--- src/rtl/game_sprite_motion_if.sv ---
// Bus between the game/CPU side and the sprite motion controller.
// Master drives the strobes and load data; the slave publishes the sprite state.
interface game_sprite_motion_if #(
    parameter int X_WIDTH  = 10,
    parameter int Y_WIDTH  = 10,
    parameter int DX_WIDTH = 2,
    parameter int DY_WIDTH = 2
);
    logic                frame_tick;
    logic                motion_en;
    logic                write_xy;
    logic [X_WIDTH-1:0]  x_in;
    logic [Y_WIDTH-1:0]  y_in;
    logic                write_dxdy;
    logic [DX_WIDTH-1:0] dx_in;
    logic [DY_WIDTH-1:0] dy_in;
    logic                sprite_we;
    logic [X_WIDTH-1:0]  sprite_x;
    logic [Y_WIDTH-1:0]  sprite_y;
    logic [DX_WIDTH-1:0] sprite_dx;
    logic [DY_WIDTH-1:0] sprite_dy;
    logic                busy;
    logic                off_screen;

    modport master (
        output frame_tick, motion_en, write_xy, x_in, y_in, write_dxdy, dx_in, dy_in,
        input  sprite_we, sprite_x, sprite_y, sprite_dx, sprite_dy, busy, off_screen
    );

    modport slave (
        input  frame_tick, motion_en, write_xy, x_in, y_in, write_dxdy, dx_in, dy_in,
        output sprite_we, sprite_x, sprite_y, sprite_dx, sprite_dy, busy, off_screen
    );
endinterface

--- src/rtl/game_sprite_motion.sv ---
// Per-sprite motion controller: one signed velocity step per frame tick, with CPU overrides.
// Define GAME_SPRITE_MOTION_BOUNCE_EN to clamp at screen edges and reflect velocity.
module game_sprite_motion #(
    parameter int SCREEN_WIDTH  = 640,
    parameter int SCREEN_HEIGHT = 480,
    parameter int SPRITE_WIDTH  = 8,
    parameter int SPRITE_HEIGHT = 8,
    parameter int X_WIDTH       = 10,
    parameter int Y_WIDTH       = 10,
    parameter int DX_WIDTH      = 2,
    parameter int DY_WIDTH      = 2
) (
    input  logic               clk,
    input  logic               reset_n,
    game_sprite_motion_if.slave bus
);
    typedef enum logic [1:0] {IDLE, STEP_X, STEP_Y, PUBLISH} state_t;

    localparam logic [X_WIDTH-1:0] X_MAX = X_WIDTH'(SCREEN_WIDTH - SPRITE_WIDTH);
    localparam logic [Y_WIDTH-1:0] Y_MAX = Y_WIDTH'(SCREEN_HEIGHT - SPRITE_HEIGHT);

    state_t              state_q, state_d;
    logic [X_WIDTH-1:0]  x_q, x_d;
    logic [Y_WIDTH-1:0]  y_q, y_d;
    logic [DX_WIDTH-1:0] dx_q, dx_d;
    logic [DY_WIDTH-1:0] dy_q, dy_d;
    logic                we_q, we_d;

    logic [X_WIDTH-1:0]  x_step;
    logic [Y_WIDTH-1:0]  y_step;
    logic [DX_WIDTH-1:0] dx_step;
    logic [DY_WIDTH-1:0] dy_step;

`ifdef GAME_SPRITE_MOTION_BOUNCE_EN
    localparam logic [DX_WIDTH-1:0] DX_MIN = {1'b1, {(DX_WIDTH-1){1'b0}}};
    localparam logic [DY_WIDTH-1:0] DY_MIN = {1'b1, {(DY_WIDTH-1){1'b0}}};

    // Two guard bits so both underflow below 0 and overflow past the edge stay visible.
    logic signed [X_WIDTH+1:0] x_wide;
    logic signed [Y_WIDTH+1:0] y_wide;
    logic [DX_WIDTH-1:0]       dx_neg;
    logic [DY_WIDTH-1:0]       dy_neg;

    assign x_wide = $signed({2'b00, x_q}) + $signed({{(X_WIDTH+2-DX_WIDTH){dx_q[DX_WIDTH-1]}}, dx_q});
    assign y_wide = $signed({2'b00, y_q}) + $signed({{(Y_WIDTH+2-DY_WIDTH){dy_q[DY_WIDTH-1]}}, dy_q});
    // The most negative velocity has no positive twin, so it reflects to the most positive.
    assign dx_neg = (dx_q == DX_MIN) ? ~DX_MIN : (DX_WIDTH'(0) - dx_q);
    assign dy_neg = (dy_q == DY_MIN) ? ~DY_MIN : (DY_WIDTH'(0) - dy_q);

    always_comb begin
        x_step  = x_wide[X_WIDTH-1:0];
        dx_step = dx_q;
        if (x_wide < 0) begin
            x_step  = '0;
            dx_step = dx_neg;
        end else if (x_wide > $signed({2'b00, X_MAX})) begin
            x_step  = X_MAX;
            dx_step = dx_neg;
        end
        y_step  = y_wide[Y_WIDTH-1:0];
        dy_step = dy_q;
        if (y_wide < 0) begin
            y_step  = '0;
            dy_step = dy_neg;
        end else if (y_wide > $signed({2'b00, Y_MAX})) begin
            y_step  = Y_MAX;
            dy_step = dy_neg;
        end
    end
`else
    always_comb begin
        x_step  = x_q + {{(X_WIDTH-DX_WIDTH){dx_q[DX_WIDTH-1]}}, dx_q};
        y_step  = y_q + {{(Y_WIDTH-DY_WIDTH){dy_q[DY_WIDTH-1]}}, dy_q};
        dx_step = dx_q;
        dy_step = dy_q;
    end
`endif

    always_ff @(posedge clk or negedge reset_n) begin
        if (!reset_n) begin
            state_q <= IDLE;
            x_q     <= '0;
            y_q     <= '0;
            dx_q    <= '0;
            dy_q    <= '0;
            we_q    <= 1'b0;
        end else begin
            state_q <= state_d;
            x_q     <= x_d;
            y_q     <= y_d;
            dx_q    <= dx_d;
            dy_q    <= dy_d;
            we_q    <= we_d;
        end
    end

    // A position write aborts any step in flight and swallows a coincident tick.
    always_comb begin
        state_d = state_q;
        case (state_q)
            IDLE:    if (bus.frame_tick && bus.motion_en) state_d = STEP_X;
            STEP_X:  state_d = STEP_Y;
            STEP_Y:  state_d = PUBLISH;
            PUBLISH: state_d = IDLE;
            default: state_d = IDLE;
        endcase
        if (bus.write_xy) state_d = IDLE;
    end

    always_comb begin
        x_d  = x_q;
        y_d  = y_q;
        dx_d = dx_q;
        dy_d = dy_q;
        we_d = (state_q == PUBLISH) || bus.write_xy;
        if (!bus.write_xy && state_q == STEP_X) begin
            x_d  = x_step;
            dx_d = dx_step;
        end
        if (!bus.write_xy && state_q == STEP_Y) begin
            y_d  = y_step;
            dy_d = dy_step;
        end
        if (bus.write_xy) begin
            x_d = bus.x_in;
            y_d = bus.y_in;
        end
        // Explicit velocity loads override any reflection computed on the same edge.
        if (bus.write_dxdy) begin
            dx_d = bus.dx_in;
            dy_d = bus.dy_in;
        end
    end

    always_comb begin
        bus.sprite_we  = we_q;
        bus.sprite_x   = x_q;
        bus.sprite_y   = y_q;
        bus.sprite_dx  = dx_q;
        bus.sprite_dy  = dy_q;
        bus.busy       = (state_q != IDLE);
        bus.off_screen = (x_q > X_MAX) || (y_q > Y_MAX);
    end
endmodule

--- src/flat_wrapper.sv ---
// flat-port wrapper written by rule: the top's interface ports become plain ports
module game_sprite_motion_flat 
#(
    parameter int SCREEN_WIDTH  = 640,
    parameter int SCREEN_HEIGHT = 480,
    parameter int SPRITE_WIDTH  = 8,
    parameter int SPRITE_HEIGHT = 8,
    parameter int X_WIDTH       = 10,
    parameter int Y_WIDTH       = 10,
    parameter int DX_WIDTH      = 2,
    parameter int DY_WIDTH      = 2
)
  (clk, reset_n, bus_frame_tick, bus_motion_en, bus_write_xy, bus_x_in, bus_y_in, bus_write_dxdy, bus_dx_in, bus_dy_in, bus_sprite_we, bus_sprite_x, bus_sprite_y, bus_sprite_dx, bus_sprite_dy, bus_busy, bus_off_screen);
  game_sprite_motion_if #(.X_WIDTH(X_WIDTH), .Y_WIDTH(Y_WIDTH), .DX_WIDTH(DX_WIDTH), .DY_WIDTH(DY_WIDTH)) bus_i ();
  input  logic clk;
  input  logic reset_n;
  input wire logic [$bits(bus_i.frame_tick)-1:0] bus_frame_tick;
  input wire logic [$bits(bus_i.motion_en)-1:0] bus_motion_en;
  input wire logic [$bits(bus_i.write_xy)-1:0] bus_write_xy;
  input wire logic [$bits(bus_i.x_in)-1:0] bus_x_in;
  input wire logic [$bits(bus_i.y_in)-1:0] bus_y_in;
  input wire logic [$bits(bus_i.write_dxdy)-1:0] bus_write_dxdy;
  input wire logic [$bits(bus_i.dx_in)-1:0] bus_dx_in;
  input wire logic [$bits(bus_i.dy_in)-1:0] bus_dy_in;
  output wire logic [$bits(bus_i.sprite_we)-1:0] bus_sprite_we;
  output wire logic [$bits(bus_i.sprite_x)-1:0] bus_sprite_x;
  output wire logic [$bits(bus_i.sprite_y)-1:0] bus_sprite_y;
  output wire logic [$bits(bus_i.sprite_dx)-1:0] bus_sprite_dx;
  output wire logic [$bits(bus_i.sprite_dy)-1:0] bus_sprite_dy;
  output wire logic [$bits(bus_i.busy)-1:0] bus_busy;
  output wire logic [$bits(bus_i.off_screen)-1:0] bus_off_screen;
  assign bus_i.frame_tick = bus_frame_tick;
  assign bus_i.motion_en = bus_motion_en;
  assign bus_i.write_xy = bus_write_xy;
  assign bus_i.x_in = bus_x_in;
  assign bus_i.y_in = bus_y_in;
  assign bus_i.write_dxdy = bus_write_dxdy;
  assign bus_i.dx_in = bus_dx_in;
  assign bus_i.dy_in = bus_dy_in;
  assign bus_sprite_we = bus_i.sprite_we;
  assign bus_sprite_x = bus_i.sprite_x;
  assign bus_sprite_y = bus_i.sprite_y;
  assign bus_sprite_dx = bus_i.sprite_dx;
  assign bus_sprite_dy = bus_i.sprite_dy;
  assign bus_busy = bus_i.busy;
  assign bus_off_screen = bus_i.off_screen;
  game_sprite_motion #(.SCREEN_WIDTH(SCREEN_WIDTH), .SCREEN_HEIGHT(SCREEN_HEIGHT), .SPRITE_WIDTH(SPRITE_WIDTH), .SPRITE_HEIGHT(SPRITE_HEIGHT), .X_WIDTH(X_WIDTH), .Y_WIDTH(Y_WIDTH), .DX_WIDTH(DX_WIDTH), .DY_WIDTH(DY_WIDTH)) u_core (.clk(clk), .reset_n(reset_n), .bus(bus_i));
endmodule
--- config.mk ---
export PLATFORM = sky130hd
export DESIGN_NAME = game_sprite_motion_flat
export DESIGN_NICKNAME = d
export VERILOG_FILES = /design/src/rtl/game_sprite_motion_if.sv /design/src/rtl/game_sprite_motion.sv /design/src/flat_wrapper.sv
export SDC_FILE = /design/constraint.sdc
export NUM_CORES = 1
export LEC_CHECK = 0
export ABC_AREA = 1
export CAP_MARGIN = 10
export CORE_MARGIN = 1.5
export CORE_UTILIZATION = 40
export DETAILED_ROUTE_END_ITERATION = 8
export HOLD_SLACK_MARGIN = 0.02
export PLACE_DENSITY = 0.68
export SLEW_MARGIN = 0
export SYNTH_ARGS = -nofsm -noshare
export SYNTH_HDL_FRONTEND = slang
export SYNTH_SLANG_ARGS = --single-unit
--- constraint.sdc ---
create_clock -name clk -period 3.3 [get_ports clk]
set_input_delay 0.33 -clock clk [delete_from_list [all_inputs] [get_ports clk]]
set_output_delay 0.33 -clock clk [all_outputs]
set_load 0.03 [all_outputs]
==> impl_metrics.yaml <==
outcome:
  status: "complete, no violations"
cts:
  cts-resized-gates: 0
  clk_path_buf_depth: 2
  cts_tree: "yes"
  hold_buffers: 0
  clock-sinks: 27
  postCtsSetupBuffers: 0
  numCtsBuffers: 3
  cts.clk_slew.worst_paths_ns: 0.10
  clockRootBuffer: "clkbuf_8"
  cts-htree-levels: 1
  clkLatencyLatePin_ns: 0.28
global_route:
  grt_first_pass_wirelength_mm: 8.273
  antenna_found_initial: 0
  grt_start_max_net_pins: 28
  grt_pass1_vias: 1942
  grt_use_total_pct: 18.80
  grt_overflow: 0
power_and_ir_drop:
  power_density_nw_per_um2: 727.7
  ir_worst_vdd_mv: 0.4264
  power_mw: 2.033
  p_leak_nw: 1.311
synthesis:
  synth_top_cell_by_area: "dfrtp_1"
  netlist_instances: 274
  synth.mux.area_fraction_pct: 2.147
  ys.warnings.count: 0
  synth_top_family_by_area: "simple AND/OR/NAND/NOR gates"
  synthXorXnorAreaFrac_pct: 2.922
  synth_edf_count: 0
  synth_common_cells: "83 x nand2_1, 28 x nand3_1, 27 x dfrtp_1"
  yosys-top-cells-area: "dfrtp_1 32%, nand2_1 15%, ha_1 13%"
  ys.flop_type: "dfrtp_1"
  ys_types: 27
  ys_seq_elements: 27
  synthesis.area_sq_um: 2098
  async_flop_share_pct: 100.0
  synth-compound-area-share_pct: 12.88
  avgSynthCellArea_sq_um: 7.658
  yosysTopAreaCellShare_pct: 32.20
  yosysMostFrequentCell: "nand2_1"
  ys_seq_area_share_pct: 32.20
  synthAdderAreaFrac_pct: 15.03
  yosys.area_share.simple_pct: 29.52
  syn_nets: 328
placed_design:
  post_dp_cell_area_sq_um: 2744
  gp_congestion: 0.8821
  dpl.hpwl_mm: 4.033
  io_buffers: 56
  dp.cells: 399
  dp_slack_ns: 1.207
job:
  drv_cap: 0
detailed_routing:
  drt_wl_total_mm: 5.088
  vias: 2057
  via_per_inst: 5.104
  detail-route-antenna-nets: 0
  drc_errors: 0
  dr.pass1.iters: 4
  drtIter0Drc: 66
  wire_per_inst_microns: 12.63
worst_setup_path:
  crit_required_ns: 2.97
  worstSetupEndpointType: "output pin"
  cp-startpoint: "u_core.bus.sprite_x[1]$_DFFE_PN0P_"
  worstSetupStartpointType: "flop"
  arrival_ns: 1.96
  cp_max_fo: 5
  r2r_start: "u_core.bus.sprite_dy[1]$_DFFE_PN0P_"
  path_class: "reg2out"
timing:
  worstMarginPinSlew_ns: 0.6024
  layout_min_cycle_time_ns: 2.294
  rsz0062_at_grt: "false"
  fmax_mhz: 436.0
  finClkSkew_ns: 0.001530
  slew_headroom_pct: 59.72
  setup_violations: 0
  fin_ws_ns: 1.006
  hold_viol: 0
  timing.final.crit_share_pct: 69.50
  setup_tns_ns: 0
  slew_viol_final: 0
  holdWs_ns: 0.4141
finish:
  fin_area_sq_um: 2794
  drive_gt1_share_pct: 5.706
  fillers: 510
  layout.nets: 388
  final_core_util_pct: 55.05
  diodes: 0
  final_cells: 403
  areaGrowthSynthToFinish_pct: 33.15
worst_hold_path:
  hold_path.class: "in2async"
floorplan:
  row_count: 26
  dieWidth_microns: 75.43
  die_h_microns: 75.43
  core_area_sq_um: 5075
  ios: 57
  die-area_sq_um: 5689
  initial_core_util_pct: 41.35
-- where the power goes --
part	leakage, nW	switching [mW]	internal, mW
sequential	0.327	0.126	0.426
clock	0.0261	0.114	0.0888
combinational	0.958	0.748	0.529
-- layer usage --
metal | part of all wire (%) | wire length (microns) | vias to the layer above | GRT usage [%]
met5 | 0 | 0 | - | 0
met4 | 0.53 | 27 | 0 | 3.968
li1 | - | - | 1044 | -
met2 | 49 | 2506 | 49 | 33.72
met1 | 45 | 2281 | 960 | 23.47
met3 | 5.3 | 272 | 4 | 3.571
-- registers in the layout, summed over array words and instances, names as in the netlist --
| signal | cells |
|---|---|
| u_core.bus.sprite_we | 1 |
| u_core.state_q | 2 |
| u_core.bus.sprite_dy | 2 |
| u_core.bus.sprite_x | 10 |
| u_core.bus.sprite_dx | 2 |
| u_core.bus.sprite_y | 10 |
-- critical path, cell delays in order, from the launching register on --
cell	delay, ns
dfrtp_1	0.45
nor3_1	0.26
o21ai_0	0.14
a21oi_1	0.13
o21ai_0	0.11
clkdlybuf4s50_1	0.60
-- layout by cell type (no fill, tap or decap), drive strengths merged --
master and instances:
xnor2 7, a22oi 13, nand3 28, o211ai 3, or2 1, a31oi 1, fa 2, clkbuf 3
nand2 84, mux2 4, clkdlybuf4s50 56, o21a 2, a21oi 15, buf 2, inv 26, o21ai 10
nand4 3, ha 22, nand3b 3, nor3 1, nor2 20, dfrtp 27
-- path summary, 6_finish.rpt --
path	endpoint	slack, ns	depth (start not counted)
min in group clk	u_core.bus.sprite_dy[0]$_DFFE_PN0P_	0.57	1
worst min register to register	u_core.bus.sprite_dy[0]$_DFFE_PN0P_	0.57	1
worst max-delay path	bus_off_screen	1.01	5
worst min-delay path	u_core.bus.sprite_y[7]$_DFFE_PN0P_	0.41	2
max in group asynchronous	u_core.bus.sprite_x[0]$_DFFE_PN0P_	2.63	2
worst max register to register	u_core.bus.sprite_y[7]$_DFFE_PN0P_	1.51	7
-- final cells by class --
| class | instances | area (sq um) | area share [%] |
|---|---|---|---|
| tap | 70 | 87.58 | 3.135 |
| clock buffer | 3 | 41.29 | 1.478 |
| multi-input combinational | 219 | 1311 | 46.93 |
| timing repair buffer | 58 | 575.6 | 20.60 |
| sequential | 27 | 675.6 | 24.18 |
| clock inverter | 1 | 8.758 | 0.3135 |
| inverter | 25 | 93.84 | 3.359 |
-- kinds of logic after synthesis --
group	Yosys count
AO/OA/AOI/OAI	44
XOR/XNOR	7
adder cells (fa/ha/maj)	24
buffers and inverters	28
flip-flops	27
multiplexers	4
AND/OR/NAND/NOR	140
No activity file was read; power rests on OpenSTA's default activity.
